[src/rtl/punc_console_io.sv]
// Memory-mapped console I/O for PUnC LC3: KBSR/KBDR/DSR/DDR decode, keyboard FIFO, display handshake.
// Optional keyboard interrupt enable (KBSR[14]) and kb_irq output under `PUNC_IO_IRQ_EN.
module punc_console_io #(
  parameter logic [15:0] BASE_ADDR     = 16'hFE00,
  parameter int unsigned KB_FIFO_DEPTH = 4
) (
  input  logic        clk,
  input  logic        rst,
  input  logic [15:0] cpu_r_addr,
  input  logic        cpu_r_en,
  output logic [15:0] cpu_r_data,
  input  logic [15:0] cpu_w_addr,
  input  logic [15:0] cpu_w_data,
  input  logic        cpu_w_en,
  output logic [15:0] mem_r_addr,
  input  logic [15:0] mem_r_data,
  output logic [15:0] mem_w_addr,
  output logic [15:0] mem_w_data,
  output logic        mem_w_en,
  input  logic        kb_valid,
  input  logic [7:0]  kb_data,
  output logic        kb_ready,
  output logic        disp_valid,
  output logic [7:0]  disp_data,
  input  logic        disp_ready
`ifdef PUNC_IO_IRQ_EN
  ,
  output logic        kb_irq
`endif
);

  localparam logic [15:0] KBSR_ADDR = BASE_ADDR;
  localparam logic [15:0] KBDR_ADDR = BASE_ADDR + 16'd2;
  localparam logic [15:0] DSR_ADDR  = BASE_ADDR + 16'd4;
  localparam logic [15:0] DDR_ADDR  = BASE_ADDR + 16'd6;
  localparam int unsigned PW = $clog2(KB_FIFO_DEPTH);
  localparam int unsigned CW = PW + 1;

  logic [7:0]    fifo_mem [KB_FIFO_DEPTH];
  logic [PW-1:0] rd_ptr;
  logic [PW-1:0] wr_ptr;
  logic [CW-1:0] count;
  logic          overrun;
  logic          full;
  logic          nonempty;
  logic          push;
  logic          pop;
  logic          dev_w_hit;
  logic          ddr_wr;
  logic          ddr_accept;
  logic          dsr_wr;
  logic          kbsr_wr;
  logic          ie;

  assign full     = (count == CW'(KB_FIFO_DEPTH));
  assign nonempty = (count != '0);
  assign kb_ready = !full;
  assign push     = kb_valid && kb_ready;
  assign pop      = cpu_r_en && (cpu_r_addr == KBDR_ADDR) && nonempty;

  assign mem_r_addr = cpu_r_addr;
  assign mem_w_addr = cpu_w_addr;
  assign mem_w_data = cpu_w_data;

  assign dev_w_hit  = (cpu_w_addr == KBSR_ADDR) || (cpu_w_addr == KBDR_ADDR) ||
                      (cpu_w_addr == DSR_ADDR)  || (cpu_w_addr == DDR_ADDR);
  assign mem_w_en   = cpu_w_en && !dev_w_hit;
  assign ddr_wr     = cpu_w_en && (cpu_w_addr == DDR_ADDR);
  assign ddr_accept = ddr_wr && (!disp_valid || disp_ready);
  assign dsr_wr     = cpu_w_en && (cpu_w_addr == DSR_ADDR);
  assign kbsr_wr    = cpu_w_en && (cpu_w_addr == KBSR_ADDR);

`ifdef PUNC_IO_IRQ_EN
  assign kb_irq = ie && nonempty;
`endif

  always_comb begin
    cpu_r_data = mem_r_data;
    case (cpu_r_addr)
`ifdef PUNC_IO_IRQ_EN
      KBSR_ADDR: cpu_r_data = {nonempty, ie, full, 13'b0};
`else
      KBSR_ADDR: cpu_r_data = {nonempty, full, 14'b0};
`endif
      KBDR_ADDR: cpu_r_data = nonempty ? {8'h00, fifo_mem[rd_ptr]} : '0;
      DSR_ADDR:  cpu_r_data = {!disp_valid, overrun, 14'b0};
      DDR_ADDR:  cpu_r_data = {8'h00, disp_data};
      default:   cpu_r_data = mem_r_data;
    endcase
  end

  // Storage is not reset; resetting the pointers and count discards its contents.
  always_ff @(posedge clk) begin
    if (push)
      fifo_mem[wr_ptr] <= kb_data;
  end

  always_ff @(posedge clk) begin
    if (rst) begin
      rd_ptr     <= '0;
      wr_ptr     <= '0;
      count      <= '0;
      disp_valid <= 1'b0;
      disp_data  <= '0;
      overrun    <= 1'b0;
      ie         <= 1'b0;
    end else begin
      if (push)
        wr_ptr <= wr_ptr + PW'(1);
      if (pop)
        rd_ptr <= rd_ptr + PW'(1);
      case ({push, pop})
        2'b10:   count <= count + CW'(1);
        2'b01:   count <= count - CW'(1);
        default: count <= count;
      endcase

      // A rejected DDR write implies disp_valid && !disp_ready, so no handshake can coincide.
      if (ddr_accept) begin
        disp_data  <= cpu_w_data[7:0];
        disp_valid <= 1'b1;
      end else if (ddr_wr) begin
        overrun <= 1'b1;
      end else if (disp_valid && disp_ready) begin
        disp_valid <= 1'b0;
      end
      if (dsr_wr)
        overrun <= 1'b0;

`ifdef PUNC_IO_IRQ_EN
      if (kbsr_wr)
        ie <= cpu_w_data[14];
`else
      ie <= 1'b0;
`endif
    end
  end

`ifndef PUNC_IO_IRQ_EN
  logic unused_kbsr_wr;
  assign unused_kbsr_wr = kbsr_wr;
`endif

endmodule

[config.mk]
export PLATFORM = sky130hd
export DESIGN_NAME = punc_console_io
export DESIGN_NICKNAME = d
export VERILOG_FILES = /design/src/rtl/punc_console_io.sv
export SDC_FILE = /design/constraint.sdc
export NUM_CORES = 1
export LEC_CHECK = 0
export CORE_MARGIN = 2
export CORE_UTILIZATION = 39
export CTS_CLUSTER_SIZE = 30
export DETAILED_ROUTE_END_ITERATION = 10
export GPL_TIMING_DRIVEN = 0
export PLACE_DENSITY = 0.89
export SETUP_SLACK_MARGIN = 0.1
export SLEW_MARGIN = 20
export SYNTH_ARGS = -nofsm -noshare
export SYNTH_HDL_FRONTEND = slang
export SYNTH_SLANG_ARGS = --single-unit
[constraint.sdc]
create_clock -name clk -period 3 [get_ports clk]
set_input_delay 0.6 -clock clk [delete_from_list [all_inputs] [get_ports clk]]
set_output_delay 0.6 -clock clk [all_outputs]
set_load 0.05 [all_outputs]
==> flow_summary.json, run 1 <==
{
  "maxCapViolCount": 0,
  "rsz0062_at_grt": "yes",
  "clk_latency_ps": 310,
  "max_freq_ghz": 0.353,
  "finClkSkew_ps": 6.39,
  "syn_area_per_cell_um2": 11.2,
  "dp_hpwl_um": 6300,
  "maxSlewViolCount": 0,
  "slew_headroom_pct": 63.2,
  "cts_buffers": 5,
  "peakVddDrop_v": 0.000293,
  "grt_overflow_total": 0,
  "grt_pass1_wl_um": 11700,
  "drt_iter0_markers": 67,
  "yosysTopAreaCellShare_pct": 34.2,
  "critPathLaunchType": "primary input",
  "area_delta_synth_final_pct": 65.0,
  "path_class": "primary input to primary output",
  "ys_types": 39,
  "critPathRequiredTime_ps": 2400,
  "synth.yosys.seq_area_share_pct": 47.7,
  "syn_inst": 250,
  "seq_power_share_pct": 45.7,
  "die_area_um2": 7900,
  "async_flop_share_pct": 0,
  "globalRouteMet1Util_pct": 19.8,
  "grt_pass1_vias": 2421,
  "critPathArrivalTime_ps": 2240,
  "place_congestion": 0.766,
  "p_clk_share_pct": 24.7,
  "fill_cells": 502,
  "clock_path_buffers": 2,
  "finalSetupViolCount": 0,
  "routed_wl_um": 8030,
  "min_path_type": "flip-flop to flip-flop",
  "internal-power_uw": 1170,
  "period_share_pct": 94.5,
  "nets": 489,
  "grt_antenna_before_repair": 0,
  "cts_hold_buffers": 0,
  "clock-sinks": 51,
  "io_buffer_count": 143,
  "synth_nets": 334,
  "viasPerCell": 4.74,
  "p_switching_uw": 539,
  "postLayoutCoreUtil_pct": 67.5,
  "floorplan.initialDensity_pct": 40.9,
  "top_usage_layer": "met2",
  "dr.pass1.iters": 4,
  "combPwrFrac_pct": 29.7,
  "worst_slew_pin_slew_ps": 550,
  "synth_edf_count": 32,
  "wl_per_cell_um": 16.0,
  "ys_ff_latch": 51,
  "finalHoldViolations": 0,
  "use_met3_pct": 5.41,
  "drive_gt1_share_pct": 27.3,
  "period_minus_slack_ps": 2840,
  "crit_path_max_fanout": 7,
  "status": "complete, no violations",
  "yosys_warnings": 0,
  "clockRootBuffer": "clkbuf_8",
  "ios": 153,
  "dominantRegCellSynth": "edfxtp_1",
  "critPathCaptureType": "primary output",
  "grt_max_degree": 19,
  "ant_nets": 0,
  "grt.total_usage_pct": 19.4,
  "drc": 0,
  "sw_frac_of_total_pct": 31.5,
  "synth_top_area_cell": "edfxtp_1",
  "synth.most_common_cell": "buf_4",
  "leakage_uw": 0.00182,
  "die_h_um": 88.9,
  "cts_tree": "yes",
  "use_met2_pct": 38.2,
  "die_w_um": 88.9,
  "synth.area.top_cells": "edfxtp_1, dfxtp_1, buf_4, mux4_2, nand2b_1",
  "diodes": 0,
  "power_density_nw_per_um2": 369,
  "netlist_area_um2": 2810,
  "finish.instance_area_um2": 4640,
  "synthTopCellsByCount": "buf_4, edfxtp_1, dfxtp_1",
  "vias": 2378,
  "placed_area_um2": 4420,
  "setup_tns_ps": 0,
  "htree_levels": 2,
  "design_power_total_uw": 1710,
  "clkTransAtPathRegs_ps": 100,
  "core-area_um2": 6870,
  "num_rows": 30
}
==> per-layer routing <==
metal | vias to the layer above | routed length (um)
met4 | 0 | 121
met5 | - | 0
met2 | 93 | 4450
met3 | 13 | 681
li1 | 1155 | -
met1 | 1117 | 2770
==> critical path: stages <==
cell,delay (ps)
buf_6,90
or4_4,540
nor4_4,270
buf_6,180
buf_6,130
nor2_1,60
a31oi_2,170
buf_6,180
==> state kept, by name (all words and copies together), names as in the netlist, named ones only <==
name	count
count	3
disp_data	8
disp_valid	1
fifo_mem	32
overrun	1
rd_ptr	2
wr_ptr	2
==> per-stage QoR <==
stage | worst slack [ps] | std cells | hold slack, ps
after detailed placement | -991 | 489 | 488
final | 164 | 502 | 498
after global routing | 85.0 | 502 | 526
after CTS | 80.1 | 502 | 502
after global placement | -989 | 489 | 476
after floorplan | 113 | 250 | 461
==> cells in the final DEF (no fill, tap or decap), types with 2 or more instances in the layout <==
master	Yosys	routed
mux2i_1	9	9
nor2b_1	10	10
ha_1	5	4
a31oi_2	0	7
clkdlybuf4s15_2	0	5
xnor2_1	2	2
o21ai_0	2	2
and3_1	4	4
nand2_1	5	5
a21oi_1	5	5
dfxtp_1	19	19
nand3_1	18	18
dlymetal6s2s_1	0	9
mux4_2	8	8
edfxtp_1	32	32
nor2_1	14	11
nor2_2	0	2
clkbuf_1	9	9
nand4b_1	2	2
nand2b_1	18	17
dlygate4sd2_1	0	2
inv_1	4	4
and4_1	3	3
o22ai_2	0	2
buf_4	49	52
buf_2	2	2
or3_1	2	2
mux2_1	2	2
buf_6	2	14
clkbuf_2	0	4
clkdlybuf4s50_1	0	112
clkbuf_8	0	5
==> cells by family (layout without fill, tap and decap cells) <==
| kind of cell | after synthesis | in the layout | synth area share [%] |
|---|---|---|---|
| AO/OA/AOI/OAI | 20 | 20 | 4.36 |
| XOR/XNOR | 3 | 3 | 0.935 |
| adder cells (fa/ha/maj) | 6 | 6 | 2.94 |
| buffers and inverters | 66 | 222 | 16.0 |
| flip-flops | 51 | 51 | 47.7 |
| multiplexers | 19 | 19 | 10.4 |
| AND/OR/NAND/NOR | 85 | 85 | 17.6 |
==> final cells by class <==
cell class | count | area, um2 | share of cell area [%]
Sequential cell | 51 | 1340 | 28.9
Timing Repair Buffer | 148 | 1500 | 32.3
Inverter | 4 | 15.0 | 0.324
Clock buffer | 5 | 68.8 | 1.48
Multi-Input combinational cell | 133 | 1130 | 24.3
Buffer | 62 | 440 | 9.50
Clock inverter | 3 | 27.5 | 0.593
Tap cell | 96 | 120 | 2.59
==> what timing repair did <==
action	in CTS	in global routing
pin swaps	3	4
endpoints found under the setup margin	18	19
setup buffers	4	0
resized for setup	93	30
gates cloned	1	0
==> final timing paths <==
path,startpoint,to,slack (ps),cells past startpoint
worst min register to register,disp_data[7]$_SDFFE_PP0P_,disp_data[7]$_SDFFE_PP0P_,500,2
worst min-delay path,disp_data[7]$_SDFFE_PP0P_,disp_data[7]$_SDFFE_PP0P_,500,2
worst max-delay path,cpu_r_addr[6],cpu_r_data[3],160,8
worst max register to register,count[0]$_SDFFE_PP0P_,count[2]$_SDFFE_PP0P_,710,8
==> power groups by stage <==
stage | Clock, uW | Combinational [uW] | Sequential [uW]
4_1_cts | 433 | 506 | 782
2_1_floorplan | 0 | 295 | 795
3_5_place_dp | 0 | 507 | 798
5_1_grt | 463 | 532 | 785
6_report | 422 | 508 | 782
3_3_place_gp | 0 | 497 | 796
(Power assumes the default switching activity.)
==> run 2: changes to the inputs <==
ABC_CLOCK_PERIOD_IN_PS = 3000   (was not set)
CELL_PAD_IN_SITES_DETAIL_PLACEMENT = 0   (was not set)
CELL_PAD_IN_SITES_GLOBAL_PLACEMENT = 1   (was not set)
CORE_UTILIZATION = 29   (was 39)
PLACE_DENSITY = 0.9   (was 0.89)
==> flow_summary.json, run 2 (same netlist as run 1, synthesis figures left out) <==
{
  "cts_tree": "yes",
  "top_regs": "fifo_mem (32), disp_data (8), count (3)",
  "finClkSkew_ps": 3.34,
  "period_share_pct": 93.4,
  "clk_latency_ps": 300,
  "grt.total_usage_pct": 14.6,
  "drive_gt1_share_pct": 26.4,
  "crit_slowest_cell": "or4_4",
  "core-area_um2": 9330,
  "die_area_um2": 10500,
  "period_minus_slack_ps": 2800,
  "cts_hold_buffers": 0,
  "nets": 489,
  "slew_headroom_pct": 65.2,
  "place_congestion": 0.777,
  "largest_register_ffs": 32,
  "ff2ff_setup_slack_ps": 680,
  "worst_slew_pin_slew_ps": 522,
  "htree_levels": 2,
  "path_cells": "buf_2 -> or4_4 -> nor4_4 -> buf_6 -> buf_6 -> nor2_2 -> a31oi_2 -> buf_6",
  "grt_antenna_before_repair": 0,
  "crit_path_max_fanout": 6,
  "multi_input_area_um2": 1110,
  "floorplan.initialDensity_pct": 30.1,
  "die_w_um": 102,
  "critPathCaptureType": "primary output",
  "status": "complete, no violations",
  "clkTransAtPathRegs_ps": 100,
  "cts_buffers": 5,
  "critPathRequiredTime_ps": 2400,
  "grt_max_degree": 19,
  "critPathLaunchType": "primary input",
  "power_density_nw_per_um2": 367,
  "die_h_um": 102,
  "area_delta_synth_final_pct": 64.5,
  "drc": 0,
  "dr.pass1.iters": 4,
  "regMostFlops": "fifo_mem",
  "postLayoutCoreUtil_pct": 49.6,
  "clock_path_buffers": 2,
  "diodes": 0,
  "maxCapViolCount": 0,
  "io_buffer_count": 143,
  "slowest_delay_ps": 530,
  "clockRootBuffer": "clkbuf_8",
  "ant_nets": 0,
  "finalHoldViolations": 0,
  "final_common_cell": "clkdlybuf4s50_1",
  "rsz0062_at_grt": "no",
  "grt_pass1_vias": 2366,
  "hold_ws_ps": 505,
  "grt_overflow_total": 0,
  "routed_wl_um": 7790,
  "placed_area_um2": 4470,
  "min_path_type": "flip-flop to flip-flop",
  "wl_per_cell_um": 14.6,
  "dp_hpwl_um": 6380,
  "finish.instance_area_um2": 4620,
  "path_class": "primary input to primary output",
  "maxSlewViolCount": 0,
  "most-common-layout-cells": "clkdlybuf4s50_1, buf_4, edfxtp_1",
  "vias": 2349,
  "max_freq_ghz": 0.357,
  "clock-sinks": 51,
  "ff_latch_area_um2": 1340,
  "peakVddDrop_v": 0.000235,
  "cp_common_cell": "buf_6",
  "finalSetupViolCount": 0,
  "leakage_uw": 0.00176,
  "drt_iter0_markers": 62,
  "critPathArrivalTime_ps": 2200,
  "grt_pass1_wl_um": 11900,
  "viasPerCell": 4.39,
  "num_rows": 35,
  "ios": 153,
  "design_power_total_uw": 1690,
  "fill_cells": 865
}
==> run 2: power by group <==
group	total (uW)	internal [uW]	switching [uW]
clock	413	173	240
combinational	499	224	275
sequential	782	772	10.6
total	1690	1170	526
==> run 2: final cells by class <==
cell class                      instances  area share [%]
Buffer                                 62            9.61
Clock buffer                            5            1.49
Clock inverter                          3           0.596
Inverter                                4           0.325
Multi-Input combinational cell        133            24.1
Sequential cell                        51            29.0
Tap cell                              129            3.49
Timing Repair Buffer                  148            31.4
==> run 2: per-stage QoR <==
step,setup TNS (ps),std cells,setup WS (ps)
2_1_floorplan,0,250,113
3_3_place_gp,-14350,522,-1040
3_5_place_dp,-14410,522,-1050
4_1_cts,0,534,86.1
5_1_grt,0,535,121
6_report,0,535,197
==> run 2: worst max-delay path, delay by kind of cell <==
kind	cells	cell delay (ps)
AND/OR/NAND/NOR	3	810
buffers and inverters	4	620
AO/OA/AOI/OAI	1	180
==> run 2: path summary, 6_finish.rpt <==
kind / startpoint / depth (start not counted) / endpoint
min reg2reg: count[2]$_SDFFE_PP0P_ / 2 / count[2]$_SDFFE_PP0P_
min: count[2]$_SDFFE_PP0P_ / 2 / count[2]$_SDFFE_PP0P_
max: cpu_r_addr[6] / 8 / cpu_r_data[4]
max reg2reg: count[0]$_SDFFE_PP0P_ / 8 / count[2]$_SDFFE_PP0P_
==> run 2: per-layer routing <==
layer  part of all wire (%)  wire [um]  global-route usage [%]
met1                     37       2860                    15.2
met2                     54       4240                    29.2
met3                    8.5        663                    4.24
met4                   0.27         21                    2.15
met5                      0          0                       0
==> run 2: what timing repair did <==
action / 4_1_cts / 5_1_grt
pin swaps: 5 / 0
resized for setup: 109 / 8
cloned: 2 / 0
buffers inserted: 2 / 1
endpoints found under the setup margin: 19 / 14
==> run 3: changes to the inputs <==
REMOVE_ABC_BUFFERS = 1   (was not set)
==> flow_summary.json, run 3 (same netlist as run 1, synthesis figures left out) <==
{
  "status": "complete, no violations",
  "grt_antenna_before_repair": 0,
  "largest_register_ffs": 32,
  "clkTransAtPathRegs_ps": 90,
  "min_path_type": "flip-flop to flip-flop",
  "finalHoldViolations": 0,
  "area_delta_synth_final_pct": 44.4,
  "finClkSkew_ps": 8.26,
  "drive_gt1_share_pct": 15.8,
  "diodes": 0,
  "dp_hpwl_um": 5370,
  "die_h_um": 102,
  "clk_latency_ps": 310,
  "rsz0062_at_grt": "yes",
  "cts_buffers": 5,
  "die_w_um": 102,
  "io_buffer_count": 136,
  "slew_headroom_pct": 51.8,
  "routed_wl_um": 7050,
  "worst_slew_pin_slew_ps": 721,
  "grt_pass1_wl_um": 10100,
  "fill_cells": 876,
  "top_regs": "fifo_mem (32), disp_data (8), count (3)",
  "max_freq_ghz": 0.346,
  "wl_per_cell_um": 15.0,
  "placed_cells": 454,
  "critPathArrivalTime_ps": 2290,
  "drc": 0,
  "dr.pass1.iters": 5,
  "ant_nets": 0,
  "grt.total_usage_pct": 12.7,
  "place_congestion": 0.728,
  "num_rows": 35,
  "maxSlewViolCount": 0,
  "fin_cells": 471,
  "ios": 153,
  "critPathCaptureType": "primary output",
  "crit_path_max_fanout": 5,
  "period_minus_slack_ps": 2890,
  "leakage_uw": 0.00145,
  "power_density_nw_per_um2": 392,
  "cts_tree": "yes",
  "nets": 425,
  "drt_iter0_markers": 70,
  "critPathRequiredTime_ps": 2400,
  "peakVddDrop_v": 0.000205,
  "grt_pass1_vias": 2015,
  "viasPerCell": 4.46,
  "grt_max_degree": 28,
  "period_share_pct": 96.4,
  "clockRootBuffer": "clkbuf_8",
  "final_common_cell": "clkdlybuf4s50_1",
  "grt_overflow_total": 0,
  "most-common-layout-cells": "clkdlybuf4s50_1, edfxtp_1, dfxtp_1",
  "critPathLaunchType": "primary input",
  "die_area_um2": 10500,
  "clock-sinks": 51,
  "design_power_total_uw": 1590,
  "clock_path_buffers": 2,
  "floorplan.initialDensity_pct": 30.1,
  "core-area_um2": 9330,
  "finalSetupViolCount": 0,
  "vias": 2102,
  "htree_levels": 2,
  "maxCapViolCount": 0,
  "regMostFlops": "fifo_mem",
  "path_class": "primary input to primary output"
}
==> run 3: report_power, final <==
part           total [uW]  internal, uW  switching [uW]
Clock                 399           167             232
Sequential            782           772            9.90
Combinational         412           171             241
==> run 3: path summary, 6_finish.rpt <==
kind | startpoint | to | slack [ps] | depth (start not counted)
setup / recovery | cpu_r_addr[7] | cpu_r_data[4] | 110 | 8
hold reg to reg | disp_data[4]$_SDFFE_PP0P_ | disp_data[4]$_SDFFE_PP0P_ | 500 | 2
hold / removal | disp_data[4]$_SDFFE_PP0P_ | disp_data[4]$_SDFFE_PP0P_ | 500 | 2
setup reg to reg | count[0]$_SDFFE_PP0P_ | count[2]$_SDFFE_PP0P_ | 510 | 7
==> run 3: final cells by class <==
class / count / area [um2] / share of cell area (%)
sequential: 51 / 1340 / 33.1
clock buffer: 5 / 68.8 / 1.70
clock inverter: 3 / 22.5 / 0.555
inverter: 4 / 15.0 / 0.370
tap: 129 / 161 / 3.98
multi-input combinational: 133 / 1060 / 26.2
timing repair buffer: 146 / 1390 / 34.2
==> run 3: through the flow <==
stage | hold slack [ps] | setup slack [ps] | cell area (um2) | TNS (ps) | util [%]
2_1_floorplan | 455 | -1060 | 2380 | -15600 | -
3_3_place_gp | 474 | -2290 | 3900 | -42420 | 41.8
3_5_place_dp | 484 | -1220 | 3920 | -17790 | 42.0
4_1_cts | 498 | 102 | 4030 | 0 | 43.2
5_1_grt | 521 | 18.9 | 4060 | 0 | 43.5
6_report | 497 | 107 | 4060 | 0 | 43.5
==> run 3: routing by layer <==
metal	vias up	GRT usage [%]	share of wire, %
met5	-	0	0
met4	0	2.56	0.61
met3	6	4.38	7.9
met2	84	22.2	51
met1	981	15.2	41
li1	1031	-	-
==> run 3: timing repair <==
| item | 4_1_cts | 5_1_grt |
|---|---|---|
| resized for setup | 94 | 27 |
| endpoints found under the hold margin | 0 | 0 |
| gates cloned | 1 | 0 |
| buffers inserted | 6 | 2 |
| pin swaps | 3 | 3 |
| hold buffers | 0 | 0 |
| endpoints found under the setup margin | 23 | 13 |
==> run 3: critical path: stages <==
cell	delay (ps)
buf_6	90
or4_4	530
nor4_4	380
buf_4	180
buf_6	110
nor2_2	30
a31oi_1	130
buf_4	230
